<file path="src/rtl/bird_pkg.sv">
// Shared definitions for the bird frame controller: sprite and screen
// defaults, coordinate type and the controller state encoding.
package bird_pkg;

    localparam int unsigned COORD_W   = 11;

    localparam int unsigned DEF_SPR_W = 34;
    localparam int unsigned DEF_SPR_H = 24;
    localparam int unsigned DEF_SCR_W = 640;
    localparam int unsigned DEF_SCR_H = 480;

    localparam int unsigned SPR_PIX   = DEF_SPR_W * DEF_SPR_H;

    typedef logic [COORD_W-1:0] coord_t;

    typedef enum logic [2:0] {
        ST_IDLE      = 3'd0,
        ST_ERASE_RUN = 3'd1,
        ST_ERASE_REL = 3'd2,
        ST_DRAW_RUN  = 3'd3,
        ST_DRAW_REL  = 3'd4
    } bird_state_e;

    // True in the states where the drawer is being started and streams pixels.
    function automatic logic is_run(input bird_state_e st);
        return (st == ST_ERASE_RUN) || (st == ST_DRAW_RUN);
    endfunction

endpackage

</file>
<file path="src/rtl/bird_frame_ctrl_fb_clip_reg.sv">
// Registered write-qualification and clip stage: turns the drawer's
// unqualified pixel stream into framebuffer writes one cycle later.
import bird_pkg::*;

module fb_clip_reg #(
    parameter int unsigned SCR_W = DEF_SCR_W,
    parameter int unsigned SCR_H = DEF_SCR_H
) (
    input  logic               clk,
    input  logic               reset,
    input  logic               pix_valid_i,
    input  logic               color_i,
    input  logic [COORD_W-1:0] x_i,
    input  logic [COORD_W-1:0] y_i,
    input  logic               pass_i,
    output logic               fb_we_o,
    output logic [COORD_W-1:0] fb_x_o,
    output logic [COORD_W-1:0] fb_y_o,
    output logic               fb_color_o
);

    localparam coord_t X_LIM = coord_t'(SCR_W);
    localparam coord_t Y_LIM = coord_t'(SCR_H);

    logic   we_q, we_d;
    coord_t x_q, x_d;
    coord_t y_q, y_d;
    logic   color_q, color_d;

    // Qualify: in-window pixel, set template bit, on screen. Colour is the pass.
    always_comb begin
        we_d    = pix_valid_i && color_i && (x_i < X_LIM) && (y_i < Y_LIM);
        x_d     = x_i;
        y_d     = y_i;
        color_d = pass_i;
    end

    // Output register with synchronous reset.
    always_ff @(posedge clk) begin
        if (reset) begin
            we_q    <= 1'b0;
            x_q     <= '0;
            y_q     <= '0;
            color_q <= 1'b0;
        end else begin
            we_q    <= we_d;
            x_q     <= x_d;
            y_q     <= y_d;
            color_q <= color_d;
        end
    end

    assign fb_we_o    = we_q;
    assign fb_x_o     = x_q;
    assign fb_y_o     = y_q;
    assign fb_color_o = color_q;

endmodule

</file>
<file path="src/rtl/bird_frame_ctrl.sv">
// Bird frame controller: on each frame tick erases the bird at its old
// position and redraws it at the new one through a start/done sprite drawer.
import bird_pkg::*;

module bird_frame_ctrl #(
    parameter int unsigned SPR_W = DEF_SPR_W,
    parameter int unsigned SPR_H = DEF_SPR_H,
    parameter int unsigned SCR_W = DEF_SCR_W,
    parameter int unsigned SCR_H = DEF_SCR_H
) (
    input  logic               clk,
    input  logic               reset,
    input  logic               frame_tick,
    input  logic [COORD_W-1:0] pos_x,
    input  logic [COORD_W-1:0] pos_y,
    output logic               drw_start,
    output logic [COORD_W-1:0] drw_x,
    output logic [COORD_W-1:0] drw_y,
    input  logic               drw_done,
    input  logic [COORD_W-1:0] drw_px_x,
    input  logic [COORD_W-1:0] drw_px_y,
    input  logic               drw_color,
    output logic               fb_we,
    output logic [COORD_W-1:0] fb_x,
    output logic [COORD_W-1:0] fb_y,
    output logic               fb_color,
    output logic               busy
);

    localparam int unsigned NPIX = SPR_W * SPR_H;
    localparam int unsigned KW   = $clog2(NPIX + 2);
    localparam logic [KW-1:0] K_LAST = KW'(NPIX);
    localparam logic [KW-1:0] K_MAX  = KW'(NPIX + 1);

    bird_state_e   state_q, state_d;
    logic [KW-1:0] k_q, k_d;
    coord_t        new_x_q, new_x_d, new_y_q, new_y_d;
    coord_t        old_x_q, old_x_d, old_y_q, old_y_d;
    logic          old_valid_q, old_valid_d;
    logic          pending_q, pending_d;
    logic          busy_q, busy_d;
    logic          drw_start_q, drw_start_d;
    coord_t        drw_x_q, drw_x_d, drw_y_q, drw_y_d;

    logic          pix_valid;
    logic          pass_draw;

    // Next-state, pixel counter, position bookkeeping and pending-tick logic.
    always_comb begin
        state_d     = state_q;
        k_d         = '0;
        new_x_d     = new_x_q;
        new_y_d     = new_y_q;
        old_x_d     = old_x_q;
        old_y_d     = old_y_q;
        old_valid_d = old_valid_q;
        pending_d   = pending_q;
        drw_x_d     = drw_x_q;
        drw_y_d     = drw_y_q;

        if (frame_tick && (state_q != ST_IDLE)) begin
            pending_d = 1'b1;
        end

        case (state_q)
            ST_IDLE: begin
                if (frame_tick || pending_q) begin
                    new_x_d   = pos_x;
                    new_y_d   = pos_y;
                    pending_d = 1'b0;
                    if (old_valid_q) begin
                        state_d = ST_ERASE_RUN;
                        drw_x_d = old_x_q;
                        drw_y_d = old_y_q;
                    end else begin
                        state_d = ST_DRAW_RUN;
                        drw_x_d = pos_x;
                        drw_y_d = pos_y;
                    end
                end
            end
            ST_ERASE_RUN: begin
                if (drw_done) state_d = ST_ERASE_REL;
            end
            ST_ERASE_REL: begin
                if (!drw_done) begin
                    state_d = ST_DRAW_RUN;
                    drw_x_d = new_x_q;
                    drw_y_d = new_y_q;
                end
            end
            ST_DRAW_RUN: begin
                if (drw_done) state_d = ST_DRAW_REL;
            end
            ST_DRAW_REL: begin
                if (!drw_done) begin
                    state_d     = ST_IDLE;
                    old_x_d     = new_x_q;
                    old_y_d     = new_y_q;
                    old_valid_d = 1'b1;
                end
            end
            default: state_d = ST_IDLE;
        endcase

        // k restarts at 0 on every RUN entry and saturates one past the last pixel.
        if (is_run(state_q) && (state_d == state_q)) begin
            k_d = (k_q == K_MAX) ? K_MAX : k_q + 1'b1;
        end

        drw_start_d = is_run(state_d);
        // A pending tick keeps busy asserted through the IDLE cycle that services it.
        busy_d      = (state_d != ST_IDLE) || pending_d;
    end

    // State and control registers with synchronous reset.
    always_ff @(posedge clk) begin
        if (reset) begin
            state_q     <= ST_IDLE;
            k_q         <= '0;
            new_x_q     <= '0;
            new_y_q     <= '0;
            old_x_q     <= '0;
            old_y_q     <= '0;
            old_valid_q <= 1'b0;
            pending_q   <= 1'b0;
            busy_q      <= 1'b0;
            drw_start_q <= 1'b0;
            drw_x_q     <= '0;
            drw_y_q     <= '0;
        end else begin
            state_q     <= state_d;
            k_q         <= k_d;
            new_x_q     <= new_x_d;
            new_y_q     <= new_y_d;
            old_x_q     <= old_x_d;
            old_y_q     <= old_y_d;
            old_valid_q <= old_valid_d;
            pending_q   <= pending_d;
            busy_q      <= busy_d;
            drw_start_q <= drw_start_d;
            drw_x_q     <= drw_x_d;
            drw_y_q     <= drw_y_d;
        end
    end

    assign pix_valid = is_run(state_q) && (k_q != '0) && (k_q <= K_LAST);
    assign pass_draw = (state_q == ST_DRAW_RUN);

    fb_clip_reg #(
        .SCR_W (SCR_W),
        .SCR_H (SCR_H)
    ) u_clip (
        .clk         (clk),
        .reset       (reset),
        .pix_valid_i (pix_valid),
        .color_i     (drw_color),
        .x_i         (drw_px_x),
        .y_i         (drw_px_y),
        .pass_i      (pass_draw),
        .fb_we_o     (fb_we),
        .fb_x_o      (fb_x),
        .fb_y_o      (fb_y),
        .fb_color_o  (fb_color)
    );

    assign drw_start = drw_start_q;
    assign drw_x     = drw_x_q;
    assign drw_y     = drw_y_q;
    assign busy      = busy_q;

endmodule

</file>
<file path="config.mk">
export PLATFORM = sky130hd
export DESIGN_NAME = bird_frame_ctrl
export DESIGN_NICKNAME = d
export VERILOG_FILES = /design/src/rtl/bird_pkg.sv /design/src/rtl/bird_frame_ctrl_fb_clip_reg.sv /design/src/rtl/bird_frame_ctrl.sv
export SDC_FILE = /design/constraint.sdc
export NUM_CORES = 1
export LEC_CHECK = 0
export ABC_AREA = 1
export BUFFER_PORTS_ARGS = -buffer_cell sky130_fd_sc_hd__buf_2
export CORE_ASPECT_RATIO = 1.4
export CORE_MARGIN = 1
export CORE_UTILIZATION = 49
export DETAILED_ROUTE_END_ITERATION = 10
export MAX_ROUTING_LAYER = met4
export PLACE_DENSITY_LB_ADDON = 0.15
export SLEW_MARGIN = 20
export SYNTH_ARGS = -nofsm -noshare
export SYNTH_HDL_FRONTEND = slang
export SYNTH_HIERARCHICAL = 1
export SYNTH_SLANG_ARGS = --single-unit
</file>
<file path="constraint.sdc">
create_clock -name clk -period 1.4 [get_ports clk]
set_clock_uncertainty 0.05 [all_clocks]
set_input_delay 0.28 -clock clk [delete_from_list [all_inputs] [get_ports clk]]
set_output_delay 0.28 -clock clk [all_outputs]
set_load 0.03 [all_outputs]
</file>
Word level (Yosys, flattened, before mapping)
Index checks and enable logic that the tools add are counted.

storage, ports and cells
  register bits after elaboration = 107
  input port bits = 49
  output and inout bits = 48
  logic and storage cells = 73

operators by class
  add/subtract/negate cells = 1
  magnitude comparators = 3
  equal/unequal tests = 10
  mux-type cells = 19
  bitwise operators = 2
  reduce and logical (&&, ||, !) cells = 21

operators with widths
  kind                     number
  $mux W11                 6
  $pmux W11 S2             2
  $mux W3                  5
  $pmux W3 S5              1
  $lt A11 B10 Y1 const B   1
  $lt A11 B9 Y1 const B    1
  $add A10 B1 Y10 const B  1
  $eq A10 B10 Y1 const B   1
  $le A10 B10 Y1 const B   1
  $mux W10                 1
  $reduce_bool A10 Y1      1
  $eq A3 B2 Y1 const B     3
  $logic_and A1 B1 Y1      7
  $eq A3 B1 Y1 const B     2
  $reduce_bool A3 Y1       2
  $logic_or A1 B1 Y1       4
  $ne A2 B2 Y1 const B     2
  $reduce_and A2 Y1        2
  $eq A3 B3 Y1             1
  $eq A3 B3 Y1 const B     1
  $logic_not A3 Y1         1
  $mux W1                  3
  $reduce_and A3 Y1        1
  $reduce_or A3 Y1         1
  other kinds (4)          5

Depth between registers and ports, before layout
  word-level depth = 7
  mapped depth = 10

Cells and area by module
Netlist, hierarchy kept.

modules (own cells, without submodules)
  module           instances  cells each  area an instance (µm²)  sequential area each (µm²)
  bird_frame_ctrl  1          517         3733.6                  1661.6
  fb_clip_reg      1          85          726.9                   480.5

Least setup slack after synthesis
No wires, ideal clock.

  path type = reg-to-reg
  start point = reg k_q[0]
  end point = reg k_q[8]
  data arrival time = 1121 ps
  required time = 1236 ps
  setup slack = 115 ps
  stages on the path, launching flop included = 9
  cell sequence = dfxtp_1 -> ha_1 -> nand3_1 -> nor2_1 -> nand2_1 -> nand2_1 -> nand2_1 -> inv_1 -> nor2_1

between the ends
  word-level cells in the longest chain between the ends = 2
  elaborated cells on any way between the ends = 3
  those cells by class = add/sub (1); eq/ne (1); mux (1)

ends and longest elaborated chain
  element                                                   line                    text
  from (decl)                                               bird_frame_ctrl.sv:36   logic [KW-1:0] k_q, k_d;
  from (signal assigned)                                    bird_frame_ctrl.sv:133  k_q <= k_d;
  $add A10 B1 Y10 / $eq A10 B10 Y1 (equally long branches)  bird_frame_ctrl.sv:108  k_d = (k_q == K_MAX) ? K_MAX : k_q + 1'b1;
  $mux W10 *                                                bird_frame_ctrl.sv:108

Mark *: on every way between the ends. The rest lies on a longest branch, timed or not.
A chain may end at the register's enable or synchronous reset.

Worst setup path after layout
  start point = reg state_q[1]
  end point = reg new_y_q[4]

between the ends
  word-level cells in the longest chain between the ends = 2

ends and longest elaborated chain
  element                             line                    text
  from (decl)                         bird_frame_ctrl.sv:35   bird_state_e state_q, state_d;
  from (signal assigned)              bird_frame_ctrl.sv:132  state_q <= state_d;
  $logic_not A3 Y1                    bird_frame_ctrl.sv:65   case (state_q)
  $reduce_and A2 Y1 (no source line)  --
  to (signal assigned)                bird_frame_ctrl.sv:135  new_y_q <= new_y_d;
  to (decl)                           bird_frame_ctrl.sv:37   coord_t new_x_q, new_x_d, new_y_q, new_y_d;

No other way between the ends.

==> qor.yml <==
dp_hpwl_um: 7125
critical_path_class: "reg -> reg"
cp-end-kind: "flip-flop"
die-area_um2: 9494
dr_total_vias: 3971
ys.flop_type: "dfxtp_1"
hold_viol_final: 0
slew_headroom: 0.8047
ctsHoldBuffers: 0
htree_levels: 3
viasPerCell: 4.921
synthArstFlopShare: 0
boundaryPins: 97
synth_top_family_by_area: "compound AO/OA/AOI/OAI gates"
vdd_drop_max_v: 0.0008404
synth.avg_cell_area_um2: 7.410
power_density_nw_per_um2: 1409
port_buffers: 96
synthAdderAreaFrac: 0.008415
fmax_mhz: 748.4
layout-drive-gt1-share: 0.2165
yosysWarnings: 6
maxCapViolations: 0
hp-class: "in -> reg"
synthSimpleGateAreaFrac: 0.1851
die_x_um: 82.64
path_max_fanout: 40
grt_pass1_wl_um: 16480
grtUsageTotal: 0.2335
start_util: 0.5122
whs_ns: 0.08841
syn_inst: 602
first_global_vias: 3794
slowest_stage: "dfxtp_2"
cp-start-kind: "flip-flop"
syn_nets: 654
drv_slew: 0
rows: 40
synthXorXnorAreaFrac: 0.007854
drtPass1Iterations: 4
fillers: 813
clockBufferDepth: 2
routed_wirelength_um: 10080
ant_nets: 0
drtIter0Drc: 143
ys_seq_elements: 107
wire_per_inst_um: 12.49
place_area_um2: 5067
post-route-util: 0.6178
synth.area.mux_share: 0
crit_required_ns: 1.58
gp_congestion: 0.8108
die_y_um: 114.9
cp.arrival_ns: 1.51
leakage_nw: 2.540
synth-seq-area-share: 0.4802
synth-edff-count: 0
cts_tree: "built"
antenna_found_initial: 0
cts_inserted_buffers: 9
clkLatencyLatePin_ns: 0.34
setup-violations-final: 0
yosysUniqueCellTypes: 29
outcome: "completed"
core_area_um2: 8708
rsz0062_at_grt: "yes"
num-nets-final: 749
clk_pin_slew_ns: 0.07
area_delta_synth_final_pct: 20.62
post-route-period-util: 0.9544
overflow: 0
synth_area_um2: 4461
tightest_slew_ns: 0.2929
diodes: 0
stdcell_area_um2: 5380
route.detailed.drc: 0
finalCriticalPeriod_ns: 1.336
crit_chain: "nor2_4 > nand3_4 > buf_12 > o21ai_0 > a21oi_1"
synth_compound_area_frac: 0.1868
cts_num_sinks: 107
grt_max_degree: 48
clockRootBuffer: "clkbuf_16"
critPathMaxStageDelay_ns: 0.37
## kinds of logic after synthesis
| group | after synthesis |
|---|---|
| AOI/OAI and AO/OA | 166 |
| DFF | 107 |
| and+or+nand+nor | 195 |
| xor gates and xnor gates | 4 |
| buffers and inverters | 127 |
| adders and majority gates | 3 |
## report_power, final
part	internal, W	switching [W]
logic	0.000595	0.00113
registers	0.00334	0.000141
clock network	0.00126	0.00111
total	0.00520	0.00238
## cells in the mapped netlist (2+ instances only)
| master | count | share of area |
|---|---|---|
| nand2_4 | 2 | 0.0050 |
| nor2_2 | 3 | 0.0042 |
| o21ai_0 | 103 | 0.12 |
| xnor2_1 | 3 | 0.0059 |
| nand3_1 | 12 | 0.013 |
| a21oi_1 | 50 | 0.056 |
| inv_1 | 93 | 0.078 |
| nor2_1 | 91 | 0.077 |
| nand4_1 | 3 | 0.0042 |
| buf_8 | 2 | 0.0067 |
| nand2_1 | 76 | 0.064 |
| ha_1 | 3 | 0.0084 |
| buf_2 | 9 | 0.010 |
| dfxtp_1 | 107 | 0.48 |
| nand3_2 | 3 | 0.0067 |
| clkbuf_1 | 9 | 0.0076 |
| clkbuf_2 | 2 | 0.0022 |
| o21ai_1 | 12 | 0.013 |
| buf_6 | 9 | 0.023 |
## routing by layer
metal,vias up,wire [um],track usage
met5,-,0,-
met1,1801,4278,0.2479
met3,17,379,0.05714
met2,71,5129,0.4050
met4,0,291,0.09770
li1,2082,-,-
## area by class of cell
type	instances	area, um^2	area share
sequential	107	2148	0.3993
multi-input combinational	368	1739	0.3233
timing repair buffer	116	721.9	0.1342
inverter	95	359.1	0.06674
clock buffer	11	242.7	0.04512
tap	105	131.4	0.02442
clock inverter	5	37.54	0.006977
## layout by cell type, fill, tap and decap left out, types with 2 or more instances in the layout
cell	count
a21oi_1	50
buf_12	7
buf_2	96
buf_4	12
clkbuf_16	9
clkinvlp_4	2
dfxtp_1	102
dfxtp_2	5
ha_1	3
inv_1	93
nand2_1	76
nand2_4	2
nand3_1	12
nand3_2	3
nand4_1	3
nor2_1	88
nor2_2	6
o21ai_0	100
o21ai_1	15
xnor2_1	3
## sequential cells by signal, summed over array words and instances, names as in the netlist, 3 cells and up
| signal | count |
|---|---|
| drw_y | 11 |
| drw_x | 11 |
| new_x_q | 11 |
| state_q | 3 |
| old_y_q | 11 |
| new_y_q | 11 |
| old_x_q | 11 |
| u_clip/fb_y_o | 11 |
| u_clip/fb_x_o | 11 |
| k_q | 10 |
## through the flow
stage	setup TNS [ns]	instances	setup slack [ns]	total power [W]
floorplan	0	602	0.1155	0.004750
global placement	0	789	0.02188	0.005207
detailed placement	-0.01115	789	-0.006101	0.005250
CTS	0	805	0.02482	0.007613
global route	-0.07224	807	-0.03784	0.008011
finish	0	807	0.06380	0.007581
## critical path, delay by kind of cell (launching register included)
family                 cells  cell delay (ns)
AO/OA/AOI/OAI              2             0.25
AND/OR/NAND/NOR            2             0.34
buffers and inverters      1             0.20
flip-flops                 1             0.37
## worst paths after layout
path,from,to,slack (ns),depth (start not counted)
setup / recovery,state_q[1],new_y_q[4],0.06,5
hold / removal,drw_px_y[2],u_clip/fb_y_o[2],0.09,3
setup reg to reg,state_q[1],new_y_q[4],0.06,5
hold reg to reg,old_x_q[10],old_x_q[10],0.39,2
## timing repair
item | 4_1_cts | 5_1_grt
gates cloned | 0 | 0
setup buffers | 0 | 2
gates resized for setup | 3 | 9
setup endpoints to repair | 8 | 40
pin swaps | 0 | 2
Note: power is estimated with default switching activity, not from simulation.
